==> src/rtl/check_level_if.sv <==
// Command/result bundle between the check sequencer (master) and check_level (slave).
interface check_level_if #(
  parameter int CHECK_SIZE    = 5,
  parameter int CHECK_WIDTH   = 32,
  parameter int TIMEOUT_WIDTH = 16
);
  localparam int IDX_W = (CHECK_SIZE > 1) ? $clog2(CHECK_SIZE) : 1;

  logic                                   i_sel_check;
  logic                                   i_args_valid;
  logic [IDX_W-1:0]                       i_check_idx;
  logic [CHECK_WIDTH-1:0]                 i_expected;
  logic [CHECK_WIDTH-1:0]                 i_mask;
  logic [TIMEOUT_WIDTH-1:0]               i_timeout;
  logic [CHECK_SIZE-1:0][CHECK_WIDTH-1:0] i_check;

  logic                                   o_busy;
  logic                                   o_check_done;
  logic                                   o_check_pass;
  logic                                   o_cmd_dropped;
  logic [15:0]                            o_check_count;
  logic [15:0]                            o_error_count;
  logic [CHECK_WIDTH-1:0]                 o_last_fail_value;

  modport master (
    output i_sel_check, i_args_valid, i_check_idx, i_expected, i_mask, i_timeout, i_check,
    input  o_busy, o_check_done, o_check_pass, o_cmd_dropped,
           o_check_count, o_error_count, o_last_fail_value
  );

  modport slave (
    input  i_sel_check, i_args_valid, i_check_idx, i_expected, i_mask, i_timeout, i_check,
    output o_busy, o_check_done, o_check_pass, o_cmd_dropped,
           o_check_count, o_error_count, o_last_fail_value
  );
endinterface

==> src/rtl/check_level.sv <==
// Masked compare of one live channel against an expected value, retried for up to
// i_timeout extra cycles; reports a one-cycle done pulse plus pass/fail statistics.
module check_level #(
  parameter int CHECK_SIZE    = 5,
  parameter int CHECK_WIDTH   = 32,
  parameter int TIMEOUT_WIDTH = 16
) (
  input  logic          clk,
  input  logic          rst,
  check_level_if.slave  bus
);
  localparam int IDX_W = (CHECK_SIZE > 1) ? $clog2(CHECK_SIZE) : 1;

  localparam logic [1:0] IDLE   = 2'd0;
  localparam logic [1:0] SAMPLE = 2'd1;
  localparam logic [1:0] WINDOW = 2'd2;
  localparam logic [1:0] DONE   = 2'd3;

  logic [1:0]               r_state;
  logic [IDX_W-1:0]         r_idx;
  logic [CHECK_WIDTH-1:0]   r_exp;
  logic [CHECK_WIDTH-1:0]   r_mask;
  logic [TIMEOUT_WIDTH-1:0] r_timeout;
  logic [TIMEOUT_WIDTH-1:0] r_cnt;
  logic                     r_pass;
  logic                     r_dropped;
  logic [15:0]              r_check_count;
  logic [15:0]              r_error_count;
  logic [CHECK_WIDTH-1:0]   r_last_fail;

  logic                     w_cmd;
  logic                     w_idx_ok;
  logic                     w_match;
  logic                     w_finish;
  logic [CHECK_WIDTH-1:0]   w_sample;

  assign w_cmd = bus.i_args_valid & bus.i_sel_check;

  // Out-of-range index selects nothing: sample reads as zero and can never match.
  always_comb begin
    w_sample = '0;
    w_idx_ok = 1'b0;
    for (int i = 0; i < CHECK_SIZE; i++) begin
      if (r_idx == IDX_W'(i)) begin
        w_sample = bus.i_check[i];
        w_idx_ok = 1'b1;
      end
    end
  end

  assign w_match = w_idx_ok && ((w_sample & r_mask) == r_exp);

  always_comb begin
    w_finish = 1'b0;
    case (r_state)
      SAMPLE:  w_finish = w_match || !w_idx_ok || (r_timeout == '0);
      WINDOW:  w_finish = w_match || (r_cnt == TIMEOUT_WIDTH'(1));
      default: w_finish = 1'b0;
    endcase
  end

  always_ff @(posedge clk) begin
    if (rst) begin
      r_state       <= IDLE;
      r_idx         <= '0;
      r_exp         <= '0;
      r_mask        <= '0;
      r_timeout     <= '0;
      r_cnt         <= '0;
      r_pass        <= 1'b0;
      r_dropped     <= 1'b0;
      r_check_count <= '0;
      r_error_count <= '0;
      r_last_fail   <= '0;
    end else begin
      r_dropped <= w_cmd && (r_state != IDLE);

      case (r_state)
        IDLE: begin
          if (w_cmd) begin
            r_idx     <= bus.i_check_idx;
            r_exp     <= bus.i_expected & bus.i_mask;
            r_mask    <= bus.i_mask;
            r_timeout <= bus.i_timeout;
            r_state   <= SAMPLE;
          end
        end
        SAMPLE: begin
          if (w_finish) begin
            r_state <= DONE;
          end else begin
            r_cnt   <= r_timeout;
            r_state <= WINDOW;
          end
        end
        WINDOW: begin
          if (w_finish) r_state <= DONE;
          else          r_cnt   <= r_cnt - 1'b1;
        end
        default: r_state <= IDLE;
      endcase

      // Results land on the edge entering DONE so they are visible with the done pulse.
      if (w_finish) begin
        r_pass <= w_match;
        if (r_check_count != 16'hFFFF) r_check_count <= r_check_count + 16'd1;
        if (!w_match) begin
          r_last_fail <= w_sample;
          if (r_error_count != 16'hFFFF) r_error_count <= r_error_count + 16'd1;
        end
      end
    end
  end

  assign bus.o_busy            = (r_state != IDLE);
  assign bus.o_check_done      = (r_state == DONE);
  assign bus.o_check_pass      = r_pass;
  assign bus.o_cmd_dropped     = r_dropped;
  assign bus.o_check_count     = r_check_count;
  assign bus.o_error_count     = r_error_count;
  assign bus.o_last_fail_value = r_last_fail;
endmodule

==> src/flat_wrapper.sv <==
// flat-port wrapper written by rule: the top's interface ports become plain ports
module check_level_flat 
#(
  parameter int CHECK_SIZE    = 5,
  parameter int CHECK_WIDTH   = 32,
  parameter int TIMEOUT_WIDTH = 16
)
  (clk, rst, bus_i_sel_check, bus_i_args_valid, bus_i_check_idx, bus_i_expected, bus_i_mask, bus_i_timeout, bus_i_check, bus_o_busy, bus_o_check_done, bus_o_check_pass, bus_o_cmd_dropped, bus_o_check_count, bus_o_error_count, bus_o_last_fail_value);
  check_level_if #(.CHECK_SIZE(CHECK_SIZE), .CHECK_WIDTH(CHECK_WIDTH), .TIMEOUT_WIDTH(TIMEOUT_WIDTH)) bus_i ();
  input  logic clk;
  input  logic rst;
  input wire logic [$bits(bus_i.i_sel_check)-1:0] bus_i_sel_check;
  input wire logic [$bits(bus_i.i_args_valid)-1:0] bus_i_args_valid;
  input wire logic [$bits(bus_i.i_check_idx)-1:0] bus_i_check_idx;
  input wire logic [$bits(bus_i.i_expected)-1:0] bus_i_expected;
  input wire logic [$bits(bus_i.i_mask)-1:0] bus_i_mask;
  input wire logic [$bits(bus_i.i_timeout)-1:0] bus_i_timeout;
  input wire logic [$bits(bus_i.i_check)-1:0] bus_i_check;
  output wire logic [$bits(bus_i.o_busy)-1:0] bus_o_busy;
  output wire logic [$bits(bus_i.o_check_done)-1:0] bus_o_check_done;
  output wire logic [$bits(bus_i.o_check_pass)-1:0] bus_o_check_pass;
  output wire logic [$bits(bus_i.o_cmd_dropped)-1:0] bus_o_cmd_dropped;
  output wire logic [$bits(bus_i.o_check_count)-1:0] bus_o_check_count;
  output wire logic [$bits(bus_i.o_error_count)-1:0] bus_o_error_count;
  output wire logic [$bits(bus_i.o_last_fail_value)-1:0] bus_o_last_fail_value;
  assign bus_i.i_sel_check = bus_i_sel_check;
  assign bus_i.i_args_valid = bus_i_args_valid;
  assign bus_i.i_check_idx = bus_i_check_idx;
  assign bus_i.i_expected = bus_i_expected;
  assign bus_i.i_mask = bus_i_mask;
  assign bus_i.i_timeout = bus_i_timeout;
  assign bus_i.i_check = bus_i_check;
  assign bus_o_busy = bus_i.o_busy;
  assign bus_o_check_done = bus_i.o_check_done;
  assign bus_o_check_pass = bus_i.o_check_pass;
  assign bus_o_cmd_dropped = bus_i.o_cmd_dropped;
  assign bus_o_check_count = bus_i.o_check_count;
  assign bus_o_error_count = bus_i.o_error_count;
  assign bus_o_last_fail_value = bus_i.o_last_fail_value;
  check_level #(.CHECK_SIZE(CHECK_SIZE), .CHECK_WIDTH(CHECK_WIDTH), .TIMEOUT_WIDTH(TIMEOUT_WIDTH)) u_core (.clk(clk), .rst(rst), .bus(bus_i));
endmodule
==> config.mk <==
export PLATFORM = sky130hd
export DESIGN_NAME = check_level_flat
export DESIGN_NICKNAME = d
export VERILOG_FILES = /design/src/rtl/check_level_if.sv /design/src/rtl/check_level.sv /design/src/flat_wrapper.sv
export SDC_FILE = /design/constraint.sdc
export NUM_CORES = 1
export LEC_CHECK = 0
export ABC_AREA = 1
export BUFFER_PORTS_ARGS = -buffer_cell sky130_fd_sc_hd__buf_4
export CAP_MARGIN = 20
export CORE_MARGIN = 2
export CORE_UTILIZATION = 25
export CTS_CLUSTER_DIAMETER = 50
export DETAILED_ROUTE_END_ITERATION = 8
export HOLD_SLACK_MARGIN = 0.02
export SLEW_MARGIN = 20
export SYNTH_ARGS = -nofsm -noshare
export SYNTH_HDL_FRONTEND = slang
export SYNTH_SLANG_ARGS = --single-unit
export TNS_END_PERCENT = 20
==> constraint.sdc <==
create_clock -name clk -period 3.7 [get_ports clk]
set_clock_uncertainty 0.1 [all_clocks]
set_input_delay 0 -clock clk [delete_from_list [all_inputs] [get_ports clk]]
set_output_delay 0 -clock clk [all_outputs]
set_load 0.1 [all_outputs]
Yosys cells after proc, flatten, opt, wreduce, memory -nomap -nowiden:

Cells that the tools add are included.
Widths: inputs -> output; s select.

* latch bits: 0
* bits in writable memories: 0
* input port bits: 247
* output and inout bits: 68
* memory bits (read-only): 0
* word-level logic and storage cells: 68
* bits in registers: 167
* memories kept: 0

* multiplexer cells: 18
* shift operators: 0
* $add $sub $neg: 3
* eq/ne operators: 15
* bitwise operators: 4
* magnitude comparators: 0
* reduce and logical (&&, ||, !) cells: 17
* multipliers: 0
* div/mod/pow operators: 0

Operators with widths (number)
* $mux 32: 5
* $and 32x32->32: 2
* $add 16x1->16 const B: 2
* $eq 32x32->1: 1
* $mux 16: 2
* $ne 16x16->1 const B: 2
* $pmux 16 s2: 1
* $eq 16x1->1 const B: 1
* $logic_not 16->1: 1
* $sub 16x1->16 const B: 1
* $reduce_and 2->1: 4
* $eq 3x2->1 const B: 2
* $mux 1: 6
* $pmux 2 s3: 1
* $reduce_and 3->1: 2
* $eq 2x2->1 const B: 2
* $mux 2: 2
* $ne 2x1->1 const B: 2
* $ne 2x2->1 const B: 2
* $reduce_bool 2->1: 2
* $eq 3x1->1 const B: 1
* $eq 3x3->1 const B: 1
* $logic_not 3->1: 1
* $logic_or 1x1->1: 3
* 7 further kinds: 8

Longest topological paths before layout:

Gate-level depths: netlist of the first run.

* word-level depth: 14
* gate-level depth with buffers: 25
* mapped depth without buffers: 24

Worst setup path after synthesis of the first run:

No wires, ideal clock.

* path type: reg2reg
* start: register u_core.r_check_count[2] (netlist: u_core.bus.o_check_count[2])
* end: register u_core.r_check_count[12] (netlist: u_core.bus.o_check_count[12])
* path slack: 753 ps
* library setup time: 70 ps
* period minus slack after synthesis: 2947 ps
* stages on the path, launching flop included: 12
* data arrival time: 2776 ps
* buffers on the path: 1
* data required time: 3530 ps
* path through: dfxtp_1 inv_1 nor4_1 nand2_1 inv_1 nand2_1 nor2_1 nand4_1 nand3_2 clkbuf_1 nand2_1 a21oi_1

* longest elaborated chain between the ends: 2
* elaborated cells on any way between the ends: 3
* those cells by class: add/sub (1); eq/ne (1); reduce/logical (1)

Ends and longest elaborated chain
* start, declared: line check_level.sv:27 `logic [15:0] r_check_count;`
* start signal, assigned: line check_level.sv:106 `if (r_check_count != 16'hFFFF) r_check_count <= r_check_count + 16'd1;`
* parallel branches: the longest is 2 deep, another holds $add 16x1->16

Several ways; the timed one is not identified.
A chain may end at the register's enable or synchronous reset.

Worst setup path after layout of the first run:

* start: register u_core.r_idx[2]
* end: register u_core.r_pass (netlist: u_core.bus.o_check_pass)

* longest elaborated chain between the ends: 12
* elaborated cells on any way between the ends: 23
* those cells by class: eq/ne (5); mux (11); bitwise (1); reduce/logical (6)

Ends and longest elaborated chain
* start, declared: line check_level.sv:20 `logic [IDX_W-1:0] r_idx;`
* start signal, assigned: line check_level.sv:81 `r_idx <= bus.i_check_idx;`
* $logic_not 3->1: line check_level.sv:44 `if (r_idx == IDX_W'(i)) begin`
* $mux 32 (5 in a row): line check_level.sv:44
* $and 32x32->32: line check_level.sv:51 `assign w_match = w_idx_ok && ((w_sample & r_mask) == r_exp);`
* $eq 32x32->1: line check_level.sv:51
* $logic_and 1x1->1: line check_level.sv:51
* $logic_or 1x1->1 (2 in a row): line check_level.sv:56 `SAMPLE: w_finish = w_match || !w_idx_ok || (r_timeout == '0);`
* $pmux 1 s2: line check_level.sv:55 `case (r_state)`
* end signal, assigned: line check_level.sv:105 `r_pass <= w_match;`
* end, declared: line check_level.sv:25 `logic r_pass;`

Several ways; a longest one is shown, not always the timed one.

==> results of run 1 <==
worst register-to-register path: cells and delay by family (launching register included):
| kind | cells | cell delay [ns] |
|---|---|---|
| compound gates | 1 | 0.14 |
| buf+inv | 3 | 0.51 |
| flops | 1 | 0.39 |
| simple gates | 18 | 2.26 |
cell usage in the layout, fill, tap and decap left out, types with 8 or more instances in the layout:
cell type,Yosys,layout
sky130_fd_sc_hd__nor3_1,18,18
sky130_fd_sc_hd__xor2_1,24,24
sky130_fd_sc_hd__buf_4,1,331
sky130_fd_sc_hd__a21oi_1,164,164
sky130_fd_sc_hd__buf_12,0,8
sky130_fd_sc_hd__nand3_1,223,223
sky130_fd_sc_hd__nand4_1,65,65
sky130_fd_sc_hd__or2_2,22,22
sky130_fd_sc_hd__clkbuf_16,0,18
sky130_fd_sc_hd__ha_1,8,8
sky130_fd_sc_hd__inv_1,149,148
sky130_fd_sc_hd__dfxtp_1,167,165
sky130_fd_sc_hd__nor2_1,72,70
sky130_fd_sc_hd__or2_1,18,18
sky130_fd_sc_hd__or2_0,23,23
sky130_fd_sc_hd__nand2_1,425,425
sky130_fd_sc_hd__a21boi_0,19,19
sky130_fd_sc_hd__o21ai_0,39,39
sky130_fd_sc_hd__nor4_1,12,12
sky130_fd_sc_hd__dlygate4sd3_1,0,147
timing repair:
item                       CTS  global route
gates resized for setup      0            12
setup endpoints to repair    0            81
hold buffers               147             0
setup buffers                0             1
hold endpoints to repair   138             0
report_power, final:
group	switching [mW]	internal [mW]	total, mW
clock network	0.827	1.00	1.83
registers	0.197	2.03	2.23
logic	2.59	1.30	3.89
area by class of cell:
cell class / count / area [um2] / share of cell area, %
flip-flops and latches: 167 / 3350 / 22.2
clock buffers: 19 / 433 / 2.88
well taps: 525 / 657 / 4.37
repair buffers: 489 / 4160 / 27.7
inverters: 155 / 588 / 3.91
clock inverters: 13 / 148 / 0.982
multi-input cells: 1162 / 5700 / 37.9
layer usage:
metal  share of wire [%]  GRT usage (%)  wire [um]  vias up
li1                    -              -          -     6015
met1                  42           24.4      18000     5520
met4                 2.5           6.93       1070        0
met5                   0              0          0        -
met2                  49           35.4      20700      416
met3                 6.1           3.79       2570       53
metrics by stage:
stage | instance area [um2] | instances | hold slack (ns) | util (%)
after global placement | 12900 | 2349 | 0.133 | 32.6
after detailed placement | 12900 | 2349 | 0.133 | 32.6
final | 15000 | 2530 | 0.0414 | 38.0
after global routing | 15000 | 2530 | 0.0675 | 38.0
after floorplan | 9970 | 1573 | 0.0349 | -
after CTS | 14900 | 2528 | 0.0221 | 37.8
Yosys cell counts, drive strengths merged, types with 12 or more instances:
master / n
buf: 27
nor3: 18
nand2: 431
or2: 63
nand4: 65
a21oi: 164
a21boi: 19
xor2: 24
o21ai: 42
inv: 154
dfxtp: 167
nand3: 227
clkbuf: 62
nor4: 12
nor2: 75
state kept, by name, summed over array words and instances (netlist names):
name,count
u_core.bus.o_error_count,16
u_core.bus.o_check_pass,1
u_core.bus.o_last_fail_value,32
u_core.r_exp,32
u_core.bus.o_cmd_dropped,1
u_core.r_state,2
u_core.r_idx,3
u_core.r_mask,32
u_core.r_cnt,16
u_core.bus.o_check_count,16
u_core.r_timeout,16
cells by family after synthesis:
family                   after synthesis
adder cells (fa/ha/maj)                8
AO/OA/AOI/OAI                        233
XOR/XNOR                              29
AND/OR/NAND/NOR                      892
flip-flops                           167
buffers and inverters                244
how the worst max path moves through the flow:
stage | endpoint | slack, ns | cells past startpoint
2_1_floorplan | u_core.bus.o_check_count[12] | 0.75 | 11
3_3_place_gp | u_core.bus.o_check_pass | -0.008 | 23
3_5_place_dp | u_core.bus.o_check_pass | 0.05 | 23
4_1_cts | u_core.bus.o_check_pass | 0.04 | 23
5_1_grt | u_core.bus.o_check_pass | -0.05 | 22
6_report | u_core.bus.o_check_pass | 0.25 | 22
==> impl_results.md, run 1 <==
- Ys Warns: 0
- Clk sinks: ~170
- Post-layout total power: 7.95 mW
- Async S/R FF share, synth: 0%
- Fraction of synthesized cell area in xor and xnor cells: 2.55%
- Post-Synthesis Mean Instance Area: 6.34 um2
- DR WL/cell: 16.7 um
- Cell types with the largest area share after synthesis: sky130_fd_sc_hd__dfxtp_1, sky130_fd_sc_hd__nand2_1, sky130_fd_sc_hd__nand3_1, sky130_fd_sc_hd__a21oi_1, sky130_fd_sc_hd__inv_1
- Number of unique standard cell types used by synthesis: 36
- Total gr overflow: 0
- Number of nets produced by synthesis: 1828
- Buffering stage count on the worst path with inverters included: 3
- Worst-case vdd ir drop: 0.281 mV
- Synthesized flop and latch total: 167
- Endpoint type of the worst setup path: flop
- Normalized max-slew margin: 27.8%
- Combinational family with the most area after synthesis: simple AND/OR/NAND/NOR gates
- Root Buffer Master: sky130_fd_sc_hd__clkbuf_16
- Area fraction in compound gates after synthesis: approximately an eighth
- Clock Latency Late Sink: 0.45 ns
- Hold Startpoint: bus_i_check[124]
- Delay of the slowest critical-path stage: 0.39 ns
- Antenna fix cells: 0
- Setup total negative slack: 0 ns
- Dpl hpwl: 31200 um
- Hold Path Stages: 7
- Multiplexer share of the synthesized area: 0%
- Number of top-level pins: 315
- Count of unresolved DRC violations after routing: 0
- Area growth, synth to finish: 50.8%
- 1st-iter DRT viols: 848
- Total number of H-tree levels: 4
- Critical path's most frequent cell: sky130_fd_sc_hd__nand2_1
- Required time at the worst-slack endpoint: between 3 and 4 ns
- Largest net degree at the start of global routing: 95
- Share of the yosys chip area belonging to registers: about a third
- Via Count: 12000
- Primary FF master, synth: sky130_fd_sc_hd__dfxtp_1
- Cell Area, Synth: between 9000 and 10000 um2
- Filler cells: 4171
- Via count of the first global-routing pass: 11600
- Leakage Power: 6.41 nW
- Die W: 204 um
- Hold endpoint: u_core.bus.o_last_fail_value[28]
- Antenna violations before repair: 0
- Via density per instance: 4.74
- R2R Path Start: u_core.r_idx[2]
- Worst path slowest cell: sky130_fd_sc_hd__dfxtp_1
- Simple-Gate Fraction of Synth Area: 41.0%
- Core area: around 40000 um2
- Global-route wire length before repair: 64600 um
- Kind of cell adding the most delay to the critical path: simple AND/OR/NAND/NOR gates
- Overall die area: a little over 40000 um2
- Worst R2R Path Depth: 22
- Run status: complete, no violations
- Antenna violation net count after detailed routing: 0
- Layout cell share with drive strength beyond 1: 20.8%
- CP Data Arrival Time: 3.72 ns
- Ordered list of cells on the worst path: nor2_4 -> nand2_8 -> buf_12 -> or2_0 -> nand2_1 -> nand2_1 -> nand3_1 -> nand2_1 -> nand2_1 -> nand2_1 -> nor2_1 -> nand2_1 -> nor2_4 -> nand3_2 -> nand2_1 -> nand2_2 -> nand2_4 -> nand2_8 -> inv_4 -> buf_12 -> o21ai_0 -> nor2_1
- Worst setup timing slack at the placement stage: 0.0537 ns
- Number of max-cap violations: 0
- Clock-pin slew of the registers on the worst-case setup and hold paths: 0.08 ns
- Gr usage total: 20.1%
- Clock tree from TritonCTS: done
- Post-synthesis cell type with the largest combined area: sky130_fd_sc_hd__dfxtp_1
- Nets: between 2000 and 2500
- Post-synthesis cell count: 1573
- Cell row count: 73
- Setup slack after layout: 0.255 ns
- Synth Area in Adders: 1.00%
- Area share of the leading cell type in the synthesized netlist: ~34%
- Initial standard-cell utilization of the core: 25.2%
- Power per unit of standard cell area: 529 nW/um2
- DR pass1 iterations: 5
- Post-synth EDFFs: 0
- Number of buffers between clock root and the deepest sink: 2
- Count of final setup violators: 0
- Worst R2R Setup Slack: between 0.2 and 0.3 ns
- Global placement routability congestion: 0.888
- Final-report max-slew violation count: 0
- Launching instance or port of the critical path: u_core.r_idx[2]
- DIE HEIGHT: 204 um
- Maximum fanout count along the critical path: 35
- Fmax achieved: 290 MHz
- Least-Margin Pin Slew: ~1.1 ns
- Final period utilization: 93.1%
- Hold Vio Cnt, Final: 0
- Number of clock buffers inserted by TritonCTS: 17
- Hold WC Path Type: input port to flop
- Critical Path Source Type: flop
- Port-buffer cells: between 300 and 400
- Capture point of the worst reg-to-reg path: u_core.bus.o_check_pass
- Setup repair after global routing missed its margin: true
- Total Routed Length: ~42000 um
- CP Class: flop to flop
- Shortest period the worst path allows: 3.45 ns
Power figures use the tool's default switching activity.
==> run 2, diff against run 1 <==
--- a/config.mk
+++ b/config.mk
@@ -9,10 +9,12 @@
 export BUFFER_PORTS_ARGS = -buffer_cell sky130_fd_sc_hd__buf_4
 export CAP_MARGIN = 20
 export CORE_MARGIN = 2
-export CORE_UTILIZATION = 25
+export CORE_UTILIZATION = 53
+export CTS_BUF_LIST = sky130_fd_sc_hd__clkbuf_4 sky130_fd_sc_hd__clkbuf_8
 export CTS_CLUSTER_DIAMETER = 50
 export DETAILED_ROUTE_END_ITERATION = 8
 export HOLD_SLACK_MARGIN = 0.02
+export PLACE_DENSITY = 0.83
 export SLEW_MARGIN = 20
 export SYNTH_ARGS = -nofsm -noshare
 export SYNTH_HDL_FRONTEND = slang
==> run 2 against run 1 <==
  * Hold slack worse by 0.0090 ns
  * Count of clock-buffer cells in the layout unchanged
  * Die area fell by 52%
  * Critical path depth rose by 1
  * First-iteration DRC count rose by 58%
  * Flip-flop and latch count did not move
  * Utilization is 43 points higher
  * Total power down 4.1%
  * Sequential share of layout area about the same
  * Register-to-register slack worse by 0.09 ns
  * Via count increased by 9.7%
  * Critical path type unchanged
==> impl_results.md, run 2 (synthesized netlist as in run 1, its figures left out) <==
- Setup repair after global routing missed its margin: true
- Critical Path Source Type: flop
- Dpl hpwl: 26900 um
- Layout cell share with drive strength beyond 1: 20.2%
- Via Count: roughly 13000
- Clock Latency Late Sink: 0.48 ns
- CP Data Arrival Time: around 3.8 ns
- Hold WC Path Type: input port to flop
- Worst-case vdd ir drop: 0.338 mV
- Global-route wire length before repair: 64100 um
- Largest net degree at the start of global routing: 75
- Finished Core Util: 80.8%
- Nets: 2299
- Number of max-cap violations: 0
- Area growth, synth to finish: 50.5%
- Global placement routability congestion: 1.02
- Run status: complete, no violations
- Endpoint type of the worst setup path: flop
- Worst path slowest cell: sky130_fd_sc_hd__dfxtp_1
- Number of buffers between clock root and the deepest sink: 2
- Initial standard-cell utilization of the core: 53.7%
- Cell area after placement: 12500 um2
- Shortest period the worst path allows: ~3.5 ns
- Least-Margin Pin Slew: around 0.8 ns
- DR WL/cell: 18.2 um
- Required time at the worst-slack endpoint: 3.97 ns
- Count of unresolved DRC violations after routing: 0
- Total number of H-tree levels: 4
- 1st-iter DRT viols: roughly 1300
- Met2 WL: 19500 um
- Final-report max-slew violation count: 0
- Root Buffer Master: sky130_fd_sc_hd__clkbuf_8
- Final period utilization: 95.6%
- Core area: 18600 um2
- Leading cell type in the layout, fill and taps excluded: sky130_fd_sc_hd__nand2_1
- Clk sinks: 167
- Antenna violations before repair: 2
- Post-route cell area: approximately 15000 um2
- Highest metal layer used by the detailed router: met4
- Leakage Power: 6.61 nW
- Antenna violation net count after detailed routing: 0
- Delay of the slowest critical-path stage: 0.43 ns
- Power per unit of standard cell area: about 500 nW/um2
- Clock-pin slew of the registers on the worst-case setup and hold paths: 0.10 ns
- Port-buffer cells: 314
- Via count of the first global-routing pass: 12700
- DIE HEIGHT: 141 um
- DR pass1 iterations: 6
- Total Routed Length: ~42000 um
- Number of top-level pins: 315
- Via density per instance: 5.74
- Overall die area: 19900 um2
- Count of final setup violators: 0
- Gr usage total: 40.4%
- Maximum fanout count along the critical path: 45
- Clock tree from TritonCTS: done
- Hold Vio Cnt, Final: 0
- Finished Layout Cells: 2293
- Die W: 141 um
- Placed insts: 2054
- Normalized max-slew margin: 45.7%
- Ordered list of cells on the worst path: inv_2 -> nor2_4 -> buf_4 -> nand3_1 -> nand2_1 -> inv_1 -> nand2_1 -> nand3_1 -> nand2_1 -> nand2_1 -> inv_1 -> nand2_1 -> nor2_1 -> nand2_1 -> nor2_2 -> nand3_2 -> nand2_1 -> nand2_2 -> nand2_4 -> nand3_4 -> buf_6 -> a21oi_1 -> nor2_1
- Fmax achieved: ~280 MHz
- Cell row count: 50
- CP Class: flop to flop
- Total routed wire length on the met1 layer: between 15000 and 20000 um
- Critical path's most frequent cell: sky130_fd_sc_hd__nand2_1
- Total gr overflow: 0
- Most frequent cells in the layout: sky130_fd_sc_hd__nand2_1, sky130_fd_sc_hd__buf_4, sky130_fd_sc_hd__nand3_1
- Number of clock buffers inserted by TritonCTS: 17
- Wire length on met3: 4140 um
run 2: final timing paths:
path	from	endpoint	slack (ns)	cells after the start
worst min register to register	u_core.bus.o_last_fail_value[26]	u_core.bus.o_last_fail_value[26]	0.37	2
worst max-delay path	u_core.r_idx[1]	u_core.bus.o_last_fail_value[0]	0.16	23
worst min-delay path	bus_i_check[134]	u_core.bus.o_last_fail_value[6]	0.03	5
worst max register to register	u_core.r_idx[1]	u_core.bus.o_last_fail_value[0]	0.16	23
run 2: through the flow:
step / hold slack [ns] / TNS [ns] / power [mW] / setup WS (ns)
after detailed placement: 0.132 / 0 / 5.73 / 0.0829
after global routing: 0.0610 / -0.208 / 8.03 / -0.0286
after global placement: 0.125 / 0 / 5.66 / 0.191
after CTS: 0.0268 / 0 / 7.39 / 0.0674
after floorplan: 0.0349 / 0 / 4.73 / 0.753
final: 0.0323 / 0 / 7.63 / 0.163
run 2: area by class of cell:
type                       count  area [um2]
clock buffer                  19         255
antenna                        2        5.00
sequential                   167        3340
multi-input combinational   1162        5710
timing repair inverter         1        11.3
clock inverter                13         148
timing repair buffer         540        4640
tap                          234         293
fill                        1227        3570
inverter                     155         599
run 2: worst max-delay path, delay by kind of cell, from the launching register on:
family                 cells  cell delay [ns]
buffers and inverters      5             0.83
AO/OA/AOI/OAI              1             0.26
flip-flops                 1             0.43
AND/OR/NAND/NOR           17             1.77
run 2: report_power, final:
part	internal (mW)	switching (mW)	total, mW	leakage [nW]
clock network	0.631	0.737	1.37	0.192
logic	1.38	2.65	4.03	5.06
registers	2.03	0.197	2.23	1.36
total	4.05	3.58	7.63	6.61
run 2: routing by layer:
layer	track usage [%]	vias up
met5	0	-
met4	21.8	0
met3	9.44	195
met2	68.4	901
met1	47.4	5963
li1	-	6110
run 2: timing repair:
item                                    4_1_cts  5_1_grt
hold buffers                                203        0
gates resized for setup                       0       15
hold endpoints to repair                    126        0
endpoints found under the setup margin        0       70
setup buffers                                 0        1
